## src/rtl/cve2_wb_arbiter_pkg.sv

```systemverilog
// cve2_wb_arbiter_pkg: shared types, defaults and address-compare helpers for the writeback arbiter
// Exports: wb_entry_t (buffered load: addr, data, kill), FifoDepthDefault, WbDataWidth,
//          addr_eq/addr_nz (RV32E-aware register address compares).
package cve2_wb_arbiter_pkg;
  localparam int FifoDepthDefault = 2;
  // Widest register data the load buffer can hold; DataWidth must not exceed it.
  localparam int WbDataWidth = 32;
  typedef struct packed {
    logic [4:0]             addr;
    logic [WbDataWidth-1:0] data;
    logic                   kill;
  } wb_entry_t;
  // Under RV32E only x0..x15 exist, so bit 4 never distinguishes registers.
  function automatic logic addr_eq(input logic [4:0] a, input logic [4:0] b, input logic rv32e);
    return rv32e ? a[3:0] == b[3:0] : a == b;
  endfunction
  function automatic logic addr_nz(input logic [4:0] a, input logic rv32e);
    return rv32e ? |a[3:0] : |a;
  endfunction
endpackage

```

## src/rtl/cve2_wb_arbiter_if.sv

```systemverilog
// cve2_wb_arbiter_if: execute/LSU writeback requests, register-file write port, hazards and buffer status
// slave: arbiter side (takes requests, drives write port/status); master: requester/test side.
interface cve2_wb_arbiter_if #(
  parameter int DataWidth = 32
);
  logic                 ex_valid_i;
  logic [4:0]           ex_waddr_i;
  logic [DataWidth-1:0] ex_wdata_i;
  logic                 ex_ready_o;
  logic                 lsu_valid_i;
  logic [4:0]           lsu_waddr_i;
  logic [DataWidth-1:0] lsu_wdata_i;
  logic                 rf_we_o;
  logic [4:0]           rf_waddr_o;
  logic [DataWidth-1:0] rf_wdata_o;
  logic [4:0]           raddr_a_i;
  logic [4:0]           raddr_b_i;
  logic                 hazard_a_o;
  logic                 hazard_b_o;
  logic                 fifo_full_o;
  logic                 fifo_empty_o;
  modport slave (
    input  ex_valid_i, ex_waddr_i, ex_wdata_i, lsu_valid_i, lsu_waddr_i, lsu_wdata_i,
           raddr_a_i, raddr_b_i,
    output ex_ready_o, rf_we_o, rf_waddr_o, rf_wdata_o, hazard_a_o, hazard_b_o,
           fifo_full_o, fifo_empty_o
  );
  modport master (
    output ex_valid_i, ex_waddr_i, ex_wdata_i, lsu_valid_i, lsu_waddr_i, lsu_wdata_i,
           raddr_a_i, raddr_b_i,
    input  ex_ready_o, rf_we_o, rf_waddr_o, rf_wdata_o, hazard_a_o, hazard_b_o,
           fifo_full_o, fifo_empty_o
  );
endinterface

```

## src/rtl/cve2_wb_fifo.sv

```systemverilog
// cve2_wb_fifo: load-writeback buffer with per-entry kill and live-entry read-address match
// In: clk, rst (async, active-high), push/push_entry, pop, kill_en/kill_addr, raddr_a/raddr_b.
// Out: head entry (kill reflects current kill state), full, empty, hit_a/hit_b.
module cve2_wb_fifo
  import cve2_wb_arbiter_pkg::*;
#(
  parameter int FifoDepth = FifoDepthDefault,
  parameter bit RV32E     = 1'b0
) (
  input  logic      clk,
  input  logic      rst,
  input  logic      push,
  input  wb_entry_t push_entry,
  input  logic      pop,
  input  logic      kill_en,
  input  logic [4:0] kill_addr,
  input  logic [4:0] raddr_a,
  input  logic [4:0] raddr_b,
  output wb_entry_t head,
  output logic      full,
  output logic      empty,
  output logic      hit_a,
  output logic      hit_b
);
  localparam int PtrW = FifoDepth > 1 ? $clog2(FifoDepth) : 1;
  localparam int CntW = $clog2(FifoDepth + 1);
  wb_entry_t            mem [FifoDepth];
  logic [FifoDepth-1:0] valid;
  logic [FifoDepth-1:0] kill_q;
  logic [PtrW-1:0]      rptr;
  logic [PtrW-1:0]      wptr;
  logic [CntW-1:0]      count;
  function automatic logic [PtrW-1:0] nxt(input logic [PtrW-1:0] p);
    return p == PtrW'(FifoDepth - 1) ? '0 : p + 1'b1;
  endfunction
  assign full  = count == CntW'(FifoDepth);
  assign empty = count == '0;
  always_comb begin
    head      = mem[rptr];
    head.kill = kill_q[rptr];
  end
  always_comb begin
    hit_a = 1'b0;
    hit_b = 1'b0;
    for (int i = 0; i < FifoDepth; i++) begin
      hit_a = hit_a | (valid[i] && !kill_q[i] && addr_eq(mem[i].addr, raddr_a, RV32E));
      hit_b = hit_b | (valid[i] && !kill_q[i] && addr_eq(mem[i].addr, raddr_b, RV32E));
    end
  end
  // Order matters: a push into the slot freed by a same-cycle pop must win.
  always_ff @(posedge clk or posedge rst) begin
    if (rst) begin
      rptr   <= '0;
      wptr   <= '0;
      count  <= '0;
      valid  <= '0;
      kill_q <= '0;
    end else begin
      for (int i = 0; i < FifoDepth; i++)
        if (kill_en && valid[i] && addr_eq(mem[i].addr, kill_addr, RV32E)) kill_q[i] <= 1'b1;
      if (pop) begin
        valid[rptr] <= 1'b0;
        rptr        <= nxt(rptr);
      end
      if (push) begin
        valid[wptr]  <= 1'b1;
        kill_q[wptr] <= push_entry.kill;
        wptr         <= nxt(wptr);
      end
      count <= count + CntW'(push) - CntW'(pop);
    end
  end
  always_ff @(posedge clk) begin
    if (push) mem[wptr] <= push_entry;
  end
  assert property (@(posedge clk) disable iff (rst) !(push && full && !pop));
endmodule

```

## src/rtl/cve2_wb_arbiter.sv

```systemverilog
// cve2_wb_arbiter: merges execute writes and load responses onto one register-file write port
// Ports: clk_i, rst_i (async, active-high); bus (cve2_wb_arbiter_if.slave) carrying the EX request,
// LSU response, register-file write port, decode read-address hazards and buffer status.
module cve2_wb_arbiter
  import cve2_wb_arbiter_pkg::*;
#(
  parameter int DataWidth = 32,
  parameter bit RV32E     = 1'b0,
  parameter int FifoDepth = FifoDepthDefault
) (
  input logic              clk_i,
  input logic              rst_i,
  cve2_wb_arbiter_if.slave bus
);
  wb_entry_t head;
  wb_entry_t push_entry;
  logic      full;
  logic      empty;
  logic      hit_a;
  logic      hit_b;
  logic      ex_ready;
  logic      ex_wr;
  logic      lsu_keep;
  logic      lsu_direct;
  logic      push;
  logic      pop;
  logic      pop_live;
  // A full buffer stalls EX so its head is guaranteed the port, which makes overflow impossible.
  assign ex_ready   = !full && !rst_i;
  assign ex_wr      = bus.ex_valid_i && ex_ready && addr_nz(bus.ex_waddr_i, RV32E);
  // The load is older than a concurrent EX write, so a matching EX write supersedes it.
  assign lsu_keep   = bus.lsu_valid_i && !rst_i && addr_nz(bus.lsu_waddr_i, RV32E) &&
                      !(ex_wr && addr_eq(bus.lsu_waddr_i, bus.ex_waddr_i, RV32E));
  assign pop        = !empty && !ex_wr && !rst_i;
  assign pop_live   = pop && !head.kill;
  // A load may bypass the buffer only when nothing older is queued, preserving write order.
  assign lsu_direct = lsu_keep && !ex_wr && empty;
  assign push       = lsu_keep && !lsu_direct;
  assign push_entry = '{addr: bus.lsu_waddr_i, data: WbDataWidth'(bus.lsu_wdata_i), kill: 1'b0};
  cve2_wb_fifo #(
    .FifoDepth(FifoDepth),
    .RV32E    (RV32E)
  ) u_fifo (
    .clk       (clk_i),
    .rst       (rst_i),
    .push      (push),
    .push_entry(push_entry),
    .pop       (pop),
    .kill_en   (ex_wr),
    .kill_addr (bus.ex_waddr_i),
    .raddr_a   (bus.raddr_a_i),
    .raddr_b   (bus.raddr_b_i),
    .head      (head),
    .full      (full),
    .empty     (empty),
    .hit_a     (hit_a),
    .hit_b     (hit_b)
  );
  assign bus.ex_ready_o   = ex_ready;
  assign bus.rf_we_o      = ex_wr || pop_live || lsu_direct;
  assign bus.rf_waddr_o   = ex_wr ? bus.ex_waddr_i : pop_live ? head.addr :
                            lsu_direct ? bus.lsu_waddr_i : '0;
  assign bus.rf_wdata_o   = ex_wr ? bus.ex_wdata_i : pop_live ? DataWidth'(head.data) :
                            lsu_direct ? bus.lsu_wdata_i : '0;
  assign bus.hazard_a_o   = addr_nz(bus.raddr_a_i, RV32E) &&
                            (hit_a || (push && addr_eq(bus.raddr_a_i, bus.lsu_waddr_i, RV32E)));
  assign bus.hazard_b_o   = addr_nz(bus.raddr_b_i, RV32E) &&
                            (hit_b || (push && addr_eq(bus.raddr_b_i, bus.lsu_waddr_i, RV32E)));
  assign bus.fifo_full_o  = full;
  assign bus.fifo_empty_o = empty;
endmodule

```

## src/flat_wrapper.sv

```systemverilog
// flat-port wrapper written by rule: the top's interface ports become plain ports
module cve2_wb_arbiter_flat import cve2_wb_arbiter_pkg::*;
#(
  parameter int DataWidth = 32,
  parameter bit RV32E     = 1'b0,
  parameter int FifoDepth = FifoDepthDefault
)
  (clk_i, rst_i, bus_ex_valid_i, bus_ex_waddr_i, bus_ex_wdata_i, bus_lsu_valid_i, bus_lsu_waddr_i, bus_lsu_wdata_i, bus_raddr_a_i, bus_raddr_b_i, bus_ex_ready_o, bus_rf_we_o, bus_rf_waddr_o, bus_rf_wdata_o, bus_hazard_a_o, bus_hazard_b_o, bus_fifo_full_o, bus_fifo_empty_o);
  cve2_wb_arbiter_if #(.DataWidth(DataWidth)) bus_i ();
  input logic clk_i;
  input logic rst_i;
  input wire logic [$bits(bus_i.ex_valid_i)-1:0] bus_ex_valid_i;
  input wire logic [$bits(bus_i.ex_waddr_i)-1:0] bus_ex_waddr_i;
  input wire logic [$bits(bus_i.ex_wdata_i)-1:0] bus_ex_wdata_i;
  input wire logic [$bits(bus_i.lsu_valid_i)-1:0] bus_lsu_valid_i;
  input wire logic [$bits(bus_i.lsu_waddr_i)-1:0] bus_lsu_waddr_i;
  input wire logic [$bits(bus_i.lsu_wdata_i)-1:0] bus_lsu_wdata_i;
  input wire logic [$bits(bus_i.raddr_a_i)-1:0] bus_raddr_a_i;
  input wire logic [$bits(bus_i.raddr_b_i)-1:0] bus_raddr_b_i;
  output wire logic [$bits(bus_i.ex_ready_o)-1:0] bus_ex_ready_o;
  output wire logic [$bits(bus_i.rf_we_o)-1:0] bus_rf_we_o;
  output wire logic [$bits(bus_i.rf_waddr_o)-1:0] bus_rf_waddr_o;
  output wire logic [$bits(bus_i.rf_wdata_o)-1:0] bus_rf_wdata_o;
  output wire logic [$bits(bus_i.hazard_a_o)-1:0] bus_hazard_a_o;
  output wire logic [$bits(bus_i.hazard_b_o)-1:0] bus_hazard_b_o;
  output wire logic [$bits(bus_i.fifo_full_o)-1:0] bus_fifo_full_o;
  output wire logic [$bits(bus_i.fifo_empty_o)-1:0] bus_fifo_empty_o;
  assign bus_i.ex_valid_i = bus_ex_valid_i;
  assign bus_i.ex_waddr_i = bus_ex_waddr_i;
  assign bus_i.ex_wdata_i = bus_ex_wdata_i;
  assign bus_i.lsu_valid_i = bus_lsu_valid_i;
  assign bus_i.lsu_waddr_i = bus_lsu_waddr_i;
  assign bus_i.lsu_wdata_i = bus_lsu_wdata_i;
  assign bus_i.raddr_a_i = bus_raddr_a_i;
  assign bus_i.raddr_b_i = bus_raddr_b_i;
  assign bus_ex_ready_o = bus_i.ex_ready_o;
  assign bus_rf_we_o = bus_i.rf_we_o;
  assign bus_rf_waddr_o = bus_i.rf_waddr_o;
  assign bus_rf_wdata_o = bus_i.rf_wdata_o;
  assign bus_hazard_a_o = bus_i.hazard_a_o;
  assign bus_hazard_b_o = bus_i.hazard_b_o;
  assign bus_fifo_full_o = bus_i.fifo_full_o;
  assign bus_fifo_empty_o = bus_i.fifo_empty_o;
  cve2_wb_arbiter #(.DataWidth(DataWidth), .RV32E(RV32E), .FifoDepth(FifoDepth)) u_core (.clk_i(clk_i), .rst_i(rst_i), .bus(bus_i));
endmodule
```

## config.mk

```make
export PLATFORM = sky130hd
export DESIGN_NAME = cve2_wb_arbiter_flat
export DESIGN_NICKNAME = d
export VERILOG_FILES = /design/src/rtl/cve2_wb_arbiter_pkg.sv /design/src/rtl/cve2_wb_arbiter_if.sv /design/src/rtl/cve2_wb_fifo.sv /design/src/rtl/cve2_wb_arbiter.sv /design/src/flat_wrapper.sv
export SDC_FILE = /design/constraint.sdc
export NUM_CORES = 1
export LEC_CHECK = 0
export ABC_AREA = 1
export BUFFER_PORTS_ARGS = -buffer_cell sky130_fd_sc_hd__buf_2
export CAP_MARGIN = 0
export CORE_UTILIZATION = 57
export DETAILED_ROUTE_END_ITERATION = 7
export PLACE_DENSITY = 0.86
export SYNTH_ARGS = -nofsm -noshare
export SYNTH_HDL_FRONTEND = slang
export SYNTH_HIERARCHICAL = 1
export SYNTH_SLANG_ARGS = --single-unit
```

## constraint.sdc

```tcl
create_clock -name clk_i -period 5.7 [get_ports clk_i]
set_clock_uncertainty 0.05 [all_clocks]
set_input_delay 0.57 -clock clk_i [delete_from_list [all_inputs] [get_ports clk_i]]
set_output_delay 0.57 -clock clk_i [all_outputs]
set_load 0.03 [all_outputs]
```

# Word level (Yosys, flattened, before mapping)
# Memories as Yosys holds them, arrays and structs flattened.
# Cells that the tools add are included.
classes:
  eq_ne: 10
  reduce_logical: 47
  order_cmp: 4
  muxes: 21
  add_sub_neg: 4
  n_bitwise: 7
op_table:
  columns: ["op", "count"]
  rows:
  - ["$mux 32", 3]
  - ["$eq 5x5->1", 9]
  - ["$logic_and 1x1->1", 29]
  - ["$reduce_or 5->1", 4]
  - ["$mux 5", 3]
  - ["$mux 1", 10]
  - ["$logic_not 1->1", 9]
  - ["$mux 2", 3]
  - ["$and 2x2->2", 2]
  - ["$logic_or 1x1->1", 4]
  - ["$lt 1x2->1 const B", 2]
  - ["$not 2->2", 2]
  - ["$add 1x1->1 const B", 2]
  - ["$add 2x1->2", 1]
  - ["$demux 1 s1", 2]
  - ["$eq 2x2->1 const B", 1]
  - ["$ge 1x1->1 const B", 2]
  - ["$logic_not 2->1", 1]
  - ["$or 1x1->1", 2]
  - ["$or 2x2->2", 1]
  - ["$sub 2x1->2", 1]
word_totals:
  ram_bits: 74
  mem_count: 1
  input_bits: 88
  output_inout_bits: 43
  reg_bits: 8
memory_table:
  columns: ["memory", "depth", "word_bits", "read_ports", "rd_clocked_by_memory_dff", "write_ports", "line_no", "rtl"]
  rows:
  - ["u_core.u_fifo.mem", 2, 37, 3, 0, 1, "cve2_wb_fifo.sv:27", "wb_entry_t mem [FifoDepth];"]

# Logic depth before layout (Yosys ltp)
depth:
  depth_word: 15
  ltp_mapped: 14
  depth_no_buf: 13

# Cells and area by module
# Netlist, hierarchy kept.
by_module_without_submodules:
  columns: ["mod", "area_each_um2", "cells_per_inst", "n_inst", "seq_area_each_um2"]
  rows:
  - ["cve2_wb_fifo", 3529.6, 345, 1, 2422.3]
  - ["cve2_wb_arbiter", 1128.6, 233, 1, 0.0]

# Least setup slack after synthesis
# No wires, ideal clock.
synth_timing:
  path_kind: "flip-flop to flip-flop"
  start: "register u_core.u_fifo.count[1]"
  end: "register u_core.u_fifo.kill_q[0]"
  path_stages_with_launch: 15
  synth_period_minus_slack_ps: 3867
  setup_ps: 125
  required_time_ps: 5525
  t_arrival_ps: 3692
  slack_ps: 1833
  path_cell_list: "dfrtp_1 -> inv_1 -> nor2_1 -> nor3b_1 -> nand2_2 -> inv_2 -> buf_4 -> nand3_1 -> nand2_1 -> inv_1 -> inv_1 -> nor2_1 -> inv_1 -> nor2_1 -> a21oi_1"
synth_between:
  elab_chain_cells: 13
  elab_cells_between_ends: 19
  classes_between: "eq/ne (1); mux (2); bitwise (1); reduce/logical (15)"
synth_rtl:
  columns: ["item", "line_no", "rtl"]
  rows:
  - ["from (decl)", "cve2_wb_fifo.sv:32", "logic [CntW-1:0] count;"]
  - ["from (signal assigned)", "cve2_wb_fifo.sv:70", "count <= count + CntW'(push) - CntW'(pop);"]
  - ["$eq 2x2->1 *", "cve2_wb_fifo.sv:36", "assign full = count == CntW'(FifoDepth);"]
  - ["via bus_fifo_full_o", "flat_wrapper.sv:26", "output wire logic [$bits(bus_i.fifo_full_o)-1:0] bus_fifo_full_o;"]
  - ["$logic_not 1->1 *", "cve2_wb_arbiter.sv:29", "assign ex_ready = !full && !rst_i;"]
  - ["$logic_and 1x1->1 *", "cve2_wb_arbiter.sv:29", null]
  - ["$logic_and 1x1->1 * (2 in series)", "cve2_wb_arbiter.sv:30", "assign ex_wr = bus.ex_valid_i && ex_ready && addr_nz(bus.ex_waddr_i, RV32E);"]
  - ["$logic_and 1x1->1", "cve2_wb_arbiter.sv:33", "!(ex_wr && addr_eq(bus.lsu_waddr_i, bus.ex_waddr_i, RV32E));"]
  - ["$logic_not 1->1", "cve2_wb_arbiter.sv:33", null]
  - ["$logic_and 1x1->1", "cve2_wb_arbiter.sv:32", "assign lsu_keep = bus.lsu_valid_i && !rst_i && addr_nz(bus.lsu_waddr_i, RV32E) &&"]
  - ["$logic_and 1x1->1 (2 in series)", "cve2_wb_arbiter.sv:37", "assign lsu_direct = lsu_keep && !ex_wr && empty;"]
  - ["$logic_not 1->1", "cve2_wb_arbiter.sv:38", "assign push = lsu_keep && !lsu_direct;"]
  - ["$logic_and 1x1->1 *", "cve2_wb_arbiter.sv:38", null]
  - ["via u_core.push", "cve2_wb_arbiter.sv:25", "logic push;"]
  - ["$mux 2 *", "cve2_wb_fifo.sv:65", "if (push) begin"]
  - ["to (signal, indexed assignment)", "cve2_wb_fifo.sv:67", "kill_q[wptr] <= push_entry.kill;"]
  - ["to (decl)", "cve2_wb_fifo.sv:29", "logic [FifoDepth-1:0] kill_q;"]
# Mark *: on every way through the listed nets, which the timed path passes. The rest lies on a longest branch.
# A chain may end at the register's enable or synchronous reset.

==> Flow_metrics.wiki <==
{| class="wikitable"
! Metric !! Value
|-
| Synthesis-stage register bit count || 82
|-
| TritonCTS clock tree || done
|-
| Post-Synthesis Cells || 578
|-
| Estimated wirelength of the detail-placed design || 8.36 mm
|-
| DRC violation total after the first TritonRoute iteration || 392
|-
| Most frequent standard cell in the layout excluding fill and tap cells || sky130_fd_sc_hd__nand2_1
|-
| Minimum hold slack || 174 ps
|-
| Data arrival, critical path || 2980 ps
|-
| Reg2Reg Setup Slack || 2530 ps
|-
| Logic gate share of total power || 0.466
|-
| Syn Std Cell Area || 4660 um2
|-
| Crit path top cell by count || sky130_fd_sc_hd__nand3_1
|-
| Worst VDD drop || 0.000286 V
|-
| Number of failing hold endpoints at the final stage || 0
|-
| Worst-Margin Slew || 1340 ps
|-
| Resized Gates After CTS || 0
|-
| Worst endpoint required time || 5080 ps
|-
| Post-route worst setup slack || 2100 ps
|-
| Post-synthesis cell type count || 28
|-
| Number of port buffers || 130
|-
| Type of the worst setup path || register to output port
|-
| PD cells || 405 nW/um2
|-
| Final weighted congestion in routability-driven placement || 0.893
|-
| Number of antenna diodes || 0
|-
| Startpoint of the worst register-to-register path || u_core/u_fifo/count[1]
|-
| Boundary pin count || 131
|-
| Die Span Y || 92.4 um
|-
| Share of post-route cells with drive strength above 1 || 0.222
|-
| Fraction of synthesized cell area taken by the top area cell type || 0.477
|-
| Largest net degree at the start of global routing || 45
|-
| Via density per instance || 5.34
|-
| Critical-path cell with the highest stage delay || sky130_fd_sc_hd__inv_1
|-
| Number of max-slew violations in the final report || 0
|-
| DRC errors left || 0
|-
| Final wirelength || 12.1 mm
|-
| Clock root buffer || sky130_fd_sc_hd__clkbuf_8
|-
| Worst-path clk slew || 80 ps
|-
| Htree depth || 3
|-
| Final Power || 2220 uW
|-
| Sequential area share after synthesis || 0.520
|-
| Critical path fanouts, max || 38
|-
| Antenna violations before repair || 0
|-
| Crit Reg-Reg Endpoint || u_core/u_fifo/kill_q[1]
|-
| Most frequent cells in the layout || sky130_fd_sc_hd__nand2_1 (235), sky130_fd_sc_hd__buf_2 (130), sky130_fd_sc_hd__nand3_1 (85)
|-
| Leakage power of the design || 0.00263 uW
|-
| Initial Util || 0.597
|-
| Cell type contributing the most total cell area after synthesis || sky130_fd_sc_hd__edfxtp_1
|-
| Worst slack, placed || 2270 ps
|-
| Remaining max-slew budget at the tightest pin || 0.105
|-
| Number of nets with antenna violations after routing || 0
|-
| Aggregate global-route resource usage || 0.292
|-
| Switching power || 1030 uW
|-
| Horizontal die dimension || 92.4 um
|-
| Min cycle time layout || 3600 ps
|-
| Slowest stage delay, CP || 1000 ps
|-
| Post-route core utilization || 0.704
|-
| Net count reported at finish || 787
|-
| Total iterations of the first detailed-routing run || 5
|-
| Count of standard-cell rows || 32
|-
| Wire length per cell || 15.1 um
|-
| Worst min-delay path category || primary input to async pin
|-
| Setup violators final || 0
|-
| Routed via count || 4295
|-
| Type of element capturing the critical path || output port
|-
| Total global routing overflow || 0
|-
| Vias in the first global route || 4007
|-
| Setup repair after global routing missed its margin || false
|-
| Longest Clk Path Bufs || 2
|-
| Synthesized area per cell || 8.06 um2
|-
| Post-CTS setup buffers || 0
|-
| Max-cap violations || 0
|-
| Startpoint type of the worst setup path || register
|-
| Top post-synthesis cells by area || sky130_fd_sc_hd__edfxtp_1 (48%), sky130_fd_sc_hd__nand2_1 (19%), sky130_fd_sc_hd__nand3_1 (9.1%), sky130_fd_sc_hd__dfrtp_1 (4.3%), sky130_fd_sc_hd__inv_1 (3.5%)
|-
| Insertion delay of the later-clocked pin in the worst-skew pair || 350 ps
|-
| Wire length of the first global-routing pass || 19.0 mm
|-
| Top achievable clock speed || 0.278 GHz
|-
| Number of CTS-inserted buffers || 9
|-
| Area growth from synthesis to final layout || 17.9%
|-
| Status || finished clean
|-
| Total number of clock tree sinks || 82
|-
| Sequential power share || 0.360
|-
| Period Utilization, post-route || 0.631
|-
| Number of warnings reported in the yosys synthesis log || 6
|-
| Critical-path cell list || inv_2 > o21ai_0 > inv_1 > nand3_1 > nand3_1 > buf_2
|-
| Core ar. || 7810 um2
|-
| Depth of the most critical reg-to-reg path || 13
|-
| Setup TNS || 0 ps
|-
| Switching share of power || 0.463
|-
| Post-CTS Hold Buffers || 0
|-
| Total internal power || 1200 uW
|-
| Total die area || 8540 um2
|-
| Clock group share of total power || 0.174
|}
cell families after synthesis:
logic type,count (synthesis),synth area share
buffers and inverters,72,0.0701
AOI/OAI and AO/OA,27,0.0320
and+or+nand+nor,374,0.334
other,1,0.000805
xor gates and xnor gates,20,0.0376
adders and majority gates,2,0.00537
DFF,82,0.520
sequential cells by signal (all words and copies together) (netlist names):
signal,cells
u_core/u_fifo/count,2
u_core/u_fifo/kill_q,2
u_core/u_fifo/mem,74
u_core/u_fifo/rptr,1
u_core/u_fifo/valid,2
u_core/u_fifo/wptr,1
power groups by stage:
| stage | clock, uW | sequential (uW) | combinational (uW) |
|---|---|---|---|
| CTS | 393 | 801 | 1030 |
| global route | 417 | 809 | 1130 |
| finish | 387 | 800 | 1040 |
| global placement | 0 | 811 | 1000 |
| detailed placement | 0 | 814 | 1030 |
| floorplan | 0 | 800 | 771 |
critical path, delay by kind of cell, from the launching register on:
kind	cells	cell delay (ps)
AOI/OAI and AO/OA	1	190
buffers and inverters	3	1680
DFF	1	390
and+or+nand+nor	2	370
layer usage:
| layer | track usage | routed length (um) |
|---|---|---|
| met5 | 0 | 0 |
| met4 | 0.100 | 131 |
| met3 | 0.0550 | 989 |
| met2 | 0.507 | 6010 |
| met1 | 0.364 | 4980 |
through the flow:
step / cell area [um2] / cells
after floorplan: 4660 / 579
after global placement: 5320 / 788
final: 5490 / 804
after global routing: 5490 / 804
after detailed placement: 5320 / 788
after CTS: 5490 / 804
synthesized netlist by cell type:
cell / instances
sky130_fd_sc_hd__dfrtp_1: 8
sky130_fd_sc_hd__o22ai_1: 6
sky130_fd_sc_hd__xor2_1: 8
sky130_fd_sc_hd__a21oi_2: 1
sky130_fd_sc_hd__nor3_4: 1
sky130_fd_sc_hd__nand4_1: 1
sky130_fd_sc_hd__xnor2_1: 12
sky130_fd_sc_hd__edfxtp_1: 74
sky130_fd_sc_hd__clkbuf_2: 4
sky130_fd_sc_hd__inv_1: 43
sky130_fd_sc_hd__buf_4: 4
sky130_fd_sc_hd__nand3_1: 85
sky130_fd_sc_hd__o211ai_1: 1
sky130_fd_sc_hd__nand2_2: 1
sky130_fd_sc_hd__nand3b_1: 1
sky130_fd_sc_hd__ha_1: 2
sky130_fd_sc_hd__inv_2: 3
sky130_fd_sc_hd__clkbuf_1: 4
sky130_fd_sc_hd__nor3b_1: 3
sky130_fd_sc_hd__buf_6: 3
sky130_fd_sc_hd__nor2_4: 1
sky130_fd_sc_hd__buf_2: 11
sky130_fd_sc_hd__nand2_1: 235
sky130_fd_sc_hd__nor3_1: 5
sky130_fd_sc_hd__nor2_1: 41
sky130_fd_sc_hd__conb_1: 1
sky130_fd_sc_hd__a21oi_1: 7
sky130_fd_sc_hd__o21ai_0: 12
how the worst max path moves through the flow:
stage / startpoint / to / slack, ps
floorplan: u_core/u_fifo/count[1] / u_core/u_fifo/kill_q[0] / 1830
global placement: bus_ex_waddr_i[2] / u_core/u_fifo/kill_q[0] / 2410
detailed placement: bus_ex_waddr_i[2] / u_core/u_fifo/kill_q[0] / 2270
CTS: u_core/u_fifo/rptr / bus_rf_wdata_o[31] / 2140
global route: u_core/u_fifo/rptr / bus_rf_wdata_o[16] / 1870
finish: u_core/u_fifo/rptr / bus_rf_wdata_o[23] / 2100
cell type report:
class,count,area [um2]
Clock buffer,10,128
Clock inverter,6,50.0
Fill cell,616,2310
Inverter,46,173
Multi-Input combinational cell,425,1920
Sequential cell,82,2420
Tap cell,102,128
Timing Repair Buffer,133,673
Note: power is estimated with default switching activity, not from simulation.
